File: src/rtl/sweep_gen_multi.sv
// Multi-channel signed ramp generator (sawtooth / triangle / hold) for the
// DAC data path. Each channel owns a fractional accumulator; new settings are
// double-buffered in a shadow register and take effect at that channel's
// cycle boundary, on a global sync, or at once when the channel is idle.
module sweep_gen_multi #(
    parameter int unsigned NCH  = 2,
    parameter int unsigned W    = 16,
    parameter int unsigned FRAC = 16
) (
    input  logic                    clk_in,
    input  logic                    rst_in,
    input  logic                    load_in,
    input  logic [NCH*W-1:0]        min_cfg,
    input  logic [NCH*W-1:0]        max_cfg,
    input  logic [NCH*(W+FRAC)-1:0] step_cfg,
    input  logic [NCH*2-1:0]        mode_cfg,
    input  logic [NCH-1:0]          on_in,
    input  logic                    sync_in,
    output logic [NCH*W-1:0]        signal_out,
    output logic [NCH-1:0]          cycle_out,
    output logic [NCH-1:0]          pending_out
);

    localparam int unsigned AW = W + FRAC;   // accumulator width
    localparam int unsigned NW = AW + 1;     // next-value width, one guard bit
    localparam int unsigned IW = NW - FRAC;  // integer part of the next value

    localparam logic [1:0] MODE_SAW  = 2'd0;
    localparam logic [1:0] MODE_TRI  = 2'd1;
    localparam logic [1:0] MODE_HOLD = 2'd2;  // 2 and 3 both hold

    typedef enum logic {
        DIR_UP   = 1'b0,
        DIR_DOWN = 1'b1
    } dir_e;

    typedef struct packed {
        logic [W-1:0]  min_v;
        logic [W-1:0]  max_v;
        logic [AW-1:0] step;
        logic [1:0]    mode;
    } cfg_t;

    localparam cfg_t CFG_RESET = '{min_v: '0, max_v: '0, step: '0, mode: MODE_HOLD};

    for (genvar k = 0; k < NCH; k++) begin : g_ch

        cfg_t          act_q, act_d;
        cfg_t          shd_q, shd_d;
        cfg_t          cfg_in;
        cfg_t          nxt_cfg;
        logic [AW-1:0] acc_q, acc_d;
        dir_e          dir_q, dir_d;
        logic          pend_q, pend_d;
        logic [W-1:0]  sig_q, sig_d;
        logic          cyc_q, cyc_d;
        logic          restart;
        logic          apply;

        logic signed [NW-1:0] acc_s;
        logic signed [NW-1:0] step_s;
        logic signed [NW-1:0] up_s;
        logic signed [NW-1:0] dn_s;
        logic signed [IW-1:0] up_int;
        logic signed [IW-1:0] dn_int;
        logic signed [IW-1:0] min_s;
        logic signed [IW-1:0] max_s;

        // Slice this channel's configuration out of the flat input buses.
        always_comb begin
            cfg_in       = CFG_RESET;
            cfg_in.min_v = min_cfg[k*W +: W];
            cfg_in.max_v = max_cfg[k*W +: W];
            cfg_in.step  = step_cfg[k*AW +: AW];
            cfg_in.mode  = mode_cfg[k*2 +: 2];
        end

        // Candidate next values in one extra bit, and their integer parts.
        always_comb begin
            acc_s  = {acc_q[AW-1], acc_q};
            step_s = {1'b0, act_q.step};
            up_s   = acc_s + step_s;
            dn_s   = acc_s - step_s;
            up_int = up_s[NW-1:FRAC];
            dn_int = dn_s[NW-1:FRAC];
            min_s  = {act_q.min_v[W-1], act_q.min_v};
            max_s  = {act_q.max_v[W-1], act_q.max_v};
        end

        // Stepping, boundary detection, shadow apply and shadow load.
        always_comb begin
            act_d   = act_q;
            shd_d   = shd_q;
            acc_d   = acc_q;
            dir_d   = dir_q;
            pend_d  = pend_q;
            sig_d   = acc_q[AW-1 -: W];
            cyc_d   = 1'b0;
            restart = 1'b0;
            apply   = 1'b0;
            nxt_cfg = act_q;

            if (sync_in) begin
                restart = 1'b1;
                apply   = pend_q;
            end else if (!on_in[k] || (act_q.mode >= MODE_HOLD)) begin
                // Idle channel: nothing to wait for, take the shadow now.
                apply   = pend_q;
                restart = pend_q;
            end else if (min_s >= max_s) begin
                // Empty range: permanently sitting on its boundary.
                restart = 1'b1;
                apply   = pend_q;
                cyc_d   = 1'b1;
            end else if (act_q.mode == MODE_TRI) begin
                // Turn as soon as a bound is reached so no endpoint repeats.
                if (dir_q == DIR_UP) begin
                    if (up_int > max_s) begin
                        acc_d = {act_q.max_v, {FRAC{1'b0}}};
                        dir_d = DIR_DOWN;
                    end else begin
                        acc_d = up_s[AW-1:0];
                        if (up_int == max_s) begin
                            dir_d = DIR_DOWN;
                        end
                    end
                end else begin
                    if (dn_int <= min_s) begin
                        dir_d = DIR_UP;
                        cyc_d = 1'b1;
                        apply = pend_q;
                        if ((dn_int < min_s) || pend_q) begin
                            restart = 1'b1;
                        end else begin
                            acc_d = dn_s[AW-1:0];
                        end
                    end else begin
                        acc_d = dn_s[AW-1:0];
                    end
                end
            end else if (act_q.mode == MODE_SAW) begin
                if (up_int > max_s) begin
                    restart = 1'b1;
                    apply   = pend_q;
                    cyc_d   = 1'b1;
                end else begin
                    acc_d = up_s[AW-1:0];
                end
            end

            if (apply) begin
                nxt_cfg = shd_q;
                pend_d  = 1'b0;
            end
            act_d = nxt_cfg;

            if (restart) begin
                acc_d = {nxt_cfg.min_v, {FRAC{1'b0}}};
                dir_d = DIR_UP;
            end

            // A load coinciding with an apply stays pending for the next boundary.
            if (load_in) begin
                shd_d  = cfg_in;
                pend_d = 1'b1;
            end
        end

        // Channel state and output registers.
        always_ff @(posedge clk_in or negedge rst_in) begin
            if (!rst_in) begin
                act_q  <= CFG_RESET;
                shd_q  <= CFG_RESET;
                acc_q  <= '0;
                dir_q  <= DIR_UP;
                pend_q <= 1'b0;
                sig_q  <= '0;
                cyc_q  <= 1'b0;
            end else begin
                act_q  <= act_d;
                shd_q  <= shd_d;
                acc_q  <= acc_d;
                dir_q  <= dir_d;
                pend_q <= pend_d;
                sig_q  <= sig_d;
                cyc_q  <= cyc_d;
            end
        end

        assign signal_out[k*W +: W] = sig_q;
        assign cycle_out[k]         = cyc_q;
        assign pending_out[k]       = pend_q;
    end

endmodule
File: config.mk
export PLATFORM = sky130hd
export DESIGN_NAME = sweep_gen_multi
export DESIGN_NICKNAME = d
export VERILOG_FILES = /design/src/rtl/sweep_gen_multi.sv
export SDC_FILE = /design/constraint.sdc
export NUM_CORES = 1
export LEC_CHECK = 0
export CELL_PAD_IN_SITES_DETAIL_PLACEMENT = 1
export CELL_PAD_IN_SITES_GLOBAL_PLACEMENT = 2
export CORE_ASPECT_RATIO = 1.25
export CORE_MARGIN = 1
export CORE_UTILIZATION = 42
export DETAILED_ROUTE_END_ITERATION = 12
export GPL_TIMING_DRIVEN = 1
export PLACE_DENSITY_LB_ADDON = 0.3
export SLEW_MARGIN = 20
export SYNTH_ARGS = -nofsm -noshare
export SYNTH_HDL_FRONTEND = slang
export SYNTH_SLANG_ARGS = --single-unit
export TNS_END_PERCENT = 50
File: constraint.sdc
create_clock -name clk_in -period 12.9 [get_ports clk_in]
set_input_delay 2.58 -clock clk_in [delete_from_list [all_inputs] [get_ports clk_in]]
set_output_delay 2.58 -clock clk_in [all_outputs]
set_load 0.01 [all_outputs]
Word-level counts from Yosys, hierarchy flattened
Cells that the tools add are included.

operators by class
  div/mod/pow operators = 0
  magnitude comparators = 10
  reduce and logical (&&, ||, !) cells = 18
  multipliers = 0
  $add $sub $neg = 4
  muxes and demuxes = 92
  bitwise logic cells = 0
  shift operators = 0
  eq/ne operators = 14

operators with widths
  operator                                               number
  two-way mux 32 bit                                     22
  two-way mux 66 bit                                     2
  two-way mux 1 bit                                      68
  adder 32 x 33 -> 33 bit                                2
  subtractor 32 x 33 -> 33 bit                           2
  equality test 17 x 16 -> 1 bit                         2
  > comparator 17 x 16 -> 1 bit                          2
  <= comparator 17 x 16 -> 1 bit                         2
  < comparator 17 x 16 -> 1 bit                          2
  >= comparator 16 bit                                   2
  AND reduction 6 bit                                    2
  inequality test 5 bit, second input constant           2
  inequality test 2 bit, second input constant           4
  AND reduction 4 bit                                    2
  nonzero test 2 bit                                     4
  inequality test 3 bit, second input constant           2
  nonzero test 3 bit                                     2
  equality test 2 x 1 -> 1 bit, second input constant    2
  >= comparator 2 bit, second input constant             2
  zero test 2 bit                                        2
  logical OR 1 bit                                       4
  inequality test 2 x 1 -> 1 bit, second input constant  2
  zero test 1 bit                                        2

storage, ports and cells
  word-level logic and storage cells = 164
  ROM bits = 0
  bits of input ports = 138
  register bits after elaboration = 366
  memories = 0
  memory bits (writable) = 0
  output and inout port bits = 36
  bits in latches = 0

Longest topological paths before layout
Gate-level depths: netlist of the first run.

  depth in word-level cells = 12
  mapped depth = 25
  gate-level depth less buffers = 24

Least setup slack after synthesis of the first run
Ideal clock, no wire load.

  path kind = register to register
  start = reg g_ch[1].act_q[7] in the netlist's numbering
  end = reg g_ch[1].acc_q[31]
  required time = 12.764 ns
  arrival time = 5.332 ns
  clock period less this slack = 5.468 ns
  path slack = 7.432 ns
  cell stages (with the launch flop) = 25
  cells stage by stage = dfrtp_1 > inv_1 > ha_1 > buf_6 > nor3b_1 > or3_4 > a221o_1 > a31o_1 > a31o_2 > o21ai_0 > a21oi_1 > o31ai_1 > a21oi_1 > xnor2_1 > ha_1 > nand4_1 > nor4_1 > o21bai_1 > nand2_1 > nor3b_2 > o41ai_2 > buf_4 > mux2_2 > a22oi_1 > o211ai_1

RTL lines
  element                 RTL line  RTL
  start, declared         48        cfg_t act_q, act_d;
  start signal, assigned  180       act_q <= act_d;
  end signal, assigned    174       acc_q <= '0;
  end signal, assigned    182       acc_q <= acc_d;
  end, declared           52        logic [AW-1:0] acc_q, acc_d;

==> flow_summary.yaml, run 1 <==
outcome:
  status: "complete, no violations"
worst_setup_path:
  r2r_slack_ns: 5.28
  critical_path_required_ns: 13.33
  critical_path_class: "reg -> reg"
  endpoint_kind: "flip-flop"
  reg2reg_depth: 23
  reg2reg_to: "g_ch[0].acc_q[17]"
  critPathArrivalTime_ns: 8.06
  reg2reg_from: "g_ch[0].act_q[3]"
  startpoint_type: "flip-flop"
  crit_path_max_fanout: 40
worst_hold_path:
  hold_class: "reg -> reg"
  min_to: "g_ch[0].sig_q[1]"
  whs_path_depth: 0
  hold_path_startpoint: "g_ch[0].acc_q[17]"
sta:
  max-slew-margin-rel_pct: 18.2
  worst-slew-pin-transition_ns: 1.21
  setup_ws_ns: 5.28
  timing.final.crit_period_ns: 7.62
  timing_hold_violations_final: 0
  fin_tns_setup_ns: 0
  slew_violations: 0
  holdWs_ns: 0.435
  setup_viol: 0
  clock_skew_ns: 0.0273
  fin_crit_sh_pct: 59.1
  rsz0062_at_grt: "false"
  fmax_mhz: 131
cells_and_area:
  fillers: 6211
  drive_gt1_share_pct: 16.2
  final_common_cell: "dfrtp_1"
  final_cell_mix: "362 x dfrtp_1, 267 x mux2_2, 228 x ha_1"
  utilization_pct: 49.4
  nets: 2895
  antenna_cells: 0
  syn2layout_area_growth_pct: 15.8
die:
  num_io_pins: 174
  die_w_um: 216
  design.core.area_um2: 56200
  num_rows: 97
  die_h_um: 269
  start_util_pct: 42.7
  die_area_um2: 58100
grt:
  antenna_found_initial: 0
  grt_overflow_total: 0
  grt_pass1_wl_um: 120000
  grt_max_degree: 106
  grt_pass1_vias: 21000
  grt_use_total_pct: 26.3
logic_synthesis:
  synth_top_area_cell: "dfrtp_1"
  synthesis.nets: 2775
  synth_ff_type: "dfrtp_1"
  async_flop_share_pct: 100
  netlist_area_um2: 24000
  synth_top_area_share_pct: 37.8
  synth-seq-cells: 366
  yosys_warnings: 0
  ys_types: 93
  synth_area_leaders: "dfrtp_1 38%, mux2_2 13%, ha_1 12%"
  yosysSeqAreaShare_pct: 38.2
  synth_edf_count: 0
  avgSynthCellArea_um2: 9.97
  synth_cells: 2405
power:
  ir_worst_vdd_mv: 0.138
  p_sw_mw: 2.98
  p_clk_share_pct: 19.1
  pwr_density_cell_nw_per_um2: 238
  p_seq_share_pct: 24.8
  p_int_mw: 3.62
  p_leak_nw: 12.3
  switching_share_pct: 45.1
  p_comb_share_pct: 56.1
clock_network:
  cts.sinks: 366
  clkTransAtPathRegs_ns: 0.06
  h-tree-depth: 2
  clockRootBuffer: "clkbuf_16"
  cts-resized-gates: 0
  hold_buffers: 0
  cts_tree: "built"
  cts_buffers: 40
  post_cts_buffers: 0
  cts_buffer_depth: 3
  clk_latency_ns: 0.58
detailed_routing:
  viasPerCell: 5.80
  wl_per_cell_um: 23.0
  top_layer_used: "met4"
  route.met3.wl_um: 2450
  wl_met1_um: 30800
  vias: 19100
  drt-initial-drc-count: 1001
  met2_length_um: 38600
  totalWireLength_um: 75800
  route.detailed.drc: 0
  ant_nets: 0
  dr.pass1.iters: 5
flow_run:
  drv_cap: 0
placed_design:
  place_hpwl_um: 57500
  gp_congestion: 0.917
  dp_slack_ns: 5.43
  io_buffers: 173
## state kept, by name, indices dropped and copies added (netlist names)
name         count
g_ch.cyc_q       2
g_ch.acc_q      64
g_ch.pend_q      2
g_ch.dir_q       2
g_ch.sig_q      32
g_ch.act_q     132
g_ch.shd_q     132
## through the flow
stage	instances	total power [mW]	instance area (um^2)
3_3_place_gp	3225	5.21	26300
5_1_grt	3297	7.07	27800
3_5_place_dp	3225	5.32	26300
4_1_cts	3297	6.63	27800
6_report	3297	6.61	27800
2_1_floorplan	2405	4.09	24000
## power groups by stage
stage	logic (mW)	clock network, mW	registers (mW)
2_1_floorplan	2.53	0	1.57
3_3_place_gp	3.56	0	1.64
3_5_place_dp	3.66	0	1.66
4_1_cts	3.69	1.30	1.64
5_1_grt	4.06	1.34	1.67
6_report	3.71	1.27	1.64
## cells in the mapped netlist (37+ instances only)
cell,n
nor2_1,163
a21oi_1,181
clkbuf_1,75
a21o_1,37
nor3_1,38
dfrtp_1,362
nand2_1,107
o21ai_0,92
xnor2_1,54
ha_1,228
inv_1,193
mux2_2,267
## cell families after synthesis
group                      Yosys count  share of synthesized area [%]
DFF                                366                           38.2
xor gates and xnor gates            69                           2.52
adders and majority gates          232                           12.2
buffers and inverters              312                           5.23
AOI/OAI and AO/OA                  640                           18.5
muxes                              274                           12.8
and+or+nand+nor                    512                           10.5
## routing by layer
| layer | track usage, % | vias to the layer above |
|---|---|---|
| met3 | 3.16 | 188 |
| met5 | 0 | - |
| met4 | 13.3 | 0 |
| met2 | 47.0 | 391 |
| met1 | 30.7 | 9607 |
| li1 | - | 8940 |
## critical path, stage by stage (launching register included)
cell,delay [ns]
dfrtp_1,0.42
inv_1,0.10
ha_1,0.32
nor2b_1,0.17
o31ai_1,0.48
a2111oi_0,0.21
buf_4,0.18
o41ai_1,0.96
a21oi_1,0.26
a211o_1,0.35
a21oi_2,0.25
xnor2_1,0.10
ha_1,0.31
nand4_1,0.14
nor2_1,0.27
o2111ai_1,0.16
a31o_2,0.31
o21ai_0,0.15
o211ai_1,0.18
o21ai_4,0.81
buf_4,0.68
mux2_2,0.42
a21oi_1,0.13
o21ai_0,0.10
## worst max path at each step
stage	start	end	slack [ns]	cells after the start
floorplan	g_ch[1].act_q[7]	g_ch[1].acc_q[31]	7.43	24
global placement	g_ch[1].act_q[4]	g_ch[1].acc_q[26]	5.59	22
detailed placement	g_ch[0].act_q[3]	g_ch[0].acc_q[17]	5.43	23
CTS	g_ch[0].act_q[3]	g_ch[0].acc_q[17]	5.38	23
global route	g_ch[0].act_q[2]	g_ch[0].acc_q[21]	4.84	23
finish	g_ch[0].act_q[3]	g_ch[0].acc_q[17]	5.28	23
## cell type report
type	count	area, um^2	share of cell area, %
multi-input combinational	1727	13600	49.0
sequential	366	9160	33.0
timing repair buffer	197	1920	6.90
clock buffer	50	1120	4.03
tap	742	928	3.34
inverter	193	724	2.61
clock inverter	22	317	1.14
No activity file was read; power rests on OpenSTA's default activity.
==> run 2: changes to the inputs <==
--- a/config.mk
+++ b/config.mk
@@ -9,7 +9,7 @@
 export CELL_PAD_IN_SITES_GLOBAL_PLACEMENT = 2
 export CORE_ASPECT_RATIO = 1.25
 export CORE_MARGIN = 1
-export CORE_UTILIZATION = 42
+export CORE_UTILIZATION = 39
 export DETAILED_ROUTE_END_ITERATION = 12
 export GPL_TIMING_DRIVEN = 1
 export PLACE_DENSITY_LB_ADDON = 0.3
==> constraint.sdc (replaced) <==
create_clock -name clk_in -period 7.6 [get_ports clk_in]
set_input_delay 1.52 -clock clk_in [delete_from_list [all_inputs] [get_ports clk_in]]
set_output_delay 1.52 -clock clk_in [all_outputs]
set_load 0.01 [all_outputs]
==> run 2 against run 1 <==
Worst hold slack better by 0.011 ns. Power up 69%. Largest cell class unchanged. Global-route usage down 0.95 points. Clock power up 60%. First-iteration DRC count down 5.5%. Flip-flop and latch count unchanged. Fmax up 5.5%. Non-clock buffer count up 9.
==> flow_summary.yaml, run 2 (synthesized netlist as in run 1, its figures left out) <==
outcome:
  status: "complete, no violations"
cells_and_area:
  drive_gt1_share_pct: 16.2
  syn2layout_area_growth_pct: 16.2
  nets: 2906
  fillers: 6709
  final_cell_mix: "362 x dfrtp_1, 267 x mux2_2, 228 x ha_1"
  final_common_cell: "dfrtp_1"
  reg.largest.list: "g_ch.act_q: 132 flops, g_ch.shd_q: 132 flops, g_ch.acc_q: 64 flops"
grt:
  grt_pass1_vias: 21200
  grt_pass1_wl_um: 123000
  grt_use_total_pct: 25.3
  grt_max_degree: 132
  antenna_found_initial: 0
  grt_overflow_total: 0
sta:
  rsz0062_at_grt: "false"
  fmax_mhz: 138
  setup_viol: 0
  clock_skew_ns: 0.0317
  setup_ws_ns: 0.376
  fin_tns_setup_ns: 0
  slew_violations: 0
  timing.final.crit_period_ns: 7.22
  timing_hold_violations_final: 0
  max-slew-margin-rel_pct: 26.1
  fin_crit_sh_pct: 95.0
  worst-slew-pin-transition_ns: 1.10
die:
  num_rows: 101
  die_w_um: 224
  die_area_um2: 62500
  num_io_pins: 174
  design.core.area_um2: 60800
  die_h_um: 279
  start_util_pct: 39.5
worst_setup_path:
  endpoint_kind: "flip-flop"
  crit_path_max_fanout: 22
  critical_path_required_ns: 8.09
  reg2reg_depth: 21
  startpoint_type: "flip-flop"
  critPathArrivalTime_ns: 7.71
  critical_path_class: "reg -> reg"
clock_network:
  hold_buffers: 0
  cts_tree: "built"
  clockRootBuffer: "clkbuf_16"
  cts.sinks: 366
  cts-resized-gates: 0
  h-tree-depth: 2
  post_cts_buffers: 0
  clk_latency_ns: 0.60
  cts_buffers: 42
  cts_buffer_depth: 3
  clkTransAtPathRegs_ns: 0.06
power:
  p_comb_share_pct: 56.9
  ir_worst_vdd_mv: 0.240
  p_sw_mw: 5.13
  p_seq_share_pct: 25.0
  pwr_density_cell_nw_per_um2: 401
  p_leak_nw: 12.3
  p_clk_share_pct: 18.1
  switching_share_pct: 45.9
  p_int_mw: 6.06
detailed_routing:
  totalWireLength_um: 78500
  vias: 19300
  dr.pass1.iters: 6
  route.detailed.drc: 0
  wl_per_cell_um: 23.2
  viasPerCell: 5.69
  ant_nets: 0
  drt-initial-drc-count: 946
placed_design:
  place_hpwl_um: 59400
  dp_slack_ns: 0.502
  gp_congestion: 0.949
  io_buffers: 173
flow_run:
  drv_cap: 0
worst_hold_path:
  whs_path_depth: 0
  hold_class: "reg -> reg"
## run 2: cell count changes in the layout (fill, tap and decap cells not counted), moves of 3 or more
cell	delta
bufinv_16	-4
clkbuf_1	+10
clkinvlp_4	-3
buf_4	+7
## run 2: area by class of cell
class / instances / area, um^2 / area share (%)
antenna: 1 / 2.50 / 0.00898
tap: 824 / 1030 / 3.70
timing repair buffer: 206 / 2010 / 7.21
multi-input combinational: 1727 / 13600 / 48.8
inverter: 193 / 724 / 2.60
clock inverter: 16 / 183 / 0.655
clock buffer: 59 / 1150 / 4.14
sequential: 366 / 9160 / 32.9
## run 2: metrics by stage
stage	cells	util, %	total power [mW]	area (um^2)	hold WS, ns
2_1_floorplan	2405	-	6.95	24000	0.393
3_3_place_gp	3316	43.6	8.99	26500	0.413
3_5_place_dp	3316	43.7	9.13	26500	0.433
4_1_cts	3391	45.9	11.2	27900	0.446
5_1_grt	3391	45.9	12.0	27900	0.453
6_report	3392	45.9	11.2	27900	0.447
## run 2: worst max-delay path, cell delays in order, from the launching register on
cell	delay (ns)
dfrtp_1	0.37
inv_1	0.06
ha_1	0.39
nor3b_1	0.37
o31ai_1	0.19
a2111oi_1	0.68
o211ai_1	0.27
a21oi_1	0.47
a211oi_1	0.26
o31a_1	0.29
o21ai_1	0.25
xnor2_1	0.11
ha_1	0.33
nand4_1	0.19
nor4_1	0.48
o21bai_1	0.18
nand2_1	0.19
nor2b_1	0.21
or4b_4	0.66
a21o_1	0.60
a22o_1	0.41
a21o_1	0.15
## run 2: power by group through the flow
stage,clock (mW),sequential [mW],combinational [mW]
6_report,2.03,2.79,6.37
5_1_grt,2.16,2.85,6.97
4_1_cts,2.09,2.80,6.35
3_5_place_dp,0,2.83,6.31
3_3_place_gp,0,2.80,6.18
2_1_floorplan,0,2.66,4.29
## run 2: worst paths after layout
check	slack (ns)	to	from
worst max-delay path	0.38	g_ch[1].acc_q[26]	g_ch[1].act_q[4]
worst min-delay path	0.45	g_ch[0].sig_q[7]	g_ch[0].acc_q[23]
worst max register to register	0.38	g_ch[1].acc_q[26]	g_ch[1].act_q[4]
worst min register to register	0.45	g_ch[0].sig_q[7]	g_ch[0].acc_q[23]
max in group asynchronous	5.00	g_ch[1].shd_q[41]	rst_in
min in group asynchronous	0.92	g_ch[0].sig_q[10]	rst_in
## run 2: per-layer routing
metal	vias up	share of wire (%)	track usage, %	routed length, um
met5	-	0	0	0
met3	148	3.0	2.81	2340
li1	8958	-	-	-
met2	373	52	46.8	41000
met1	9817	41	29.7	32200
met4	0	3.8	9.82	3010
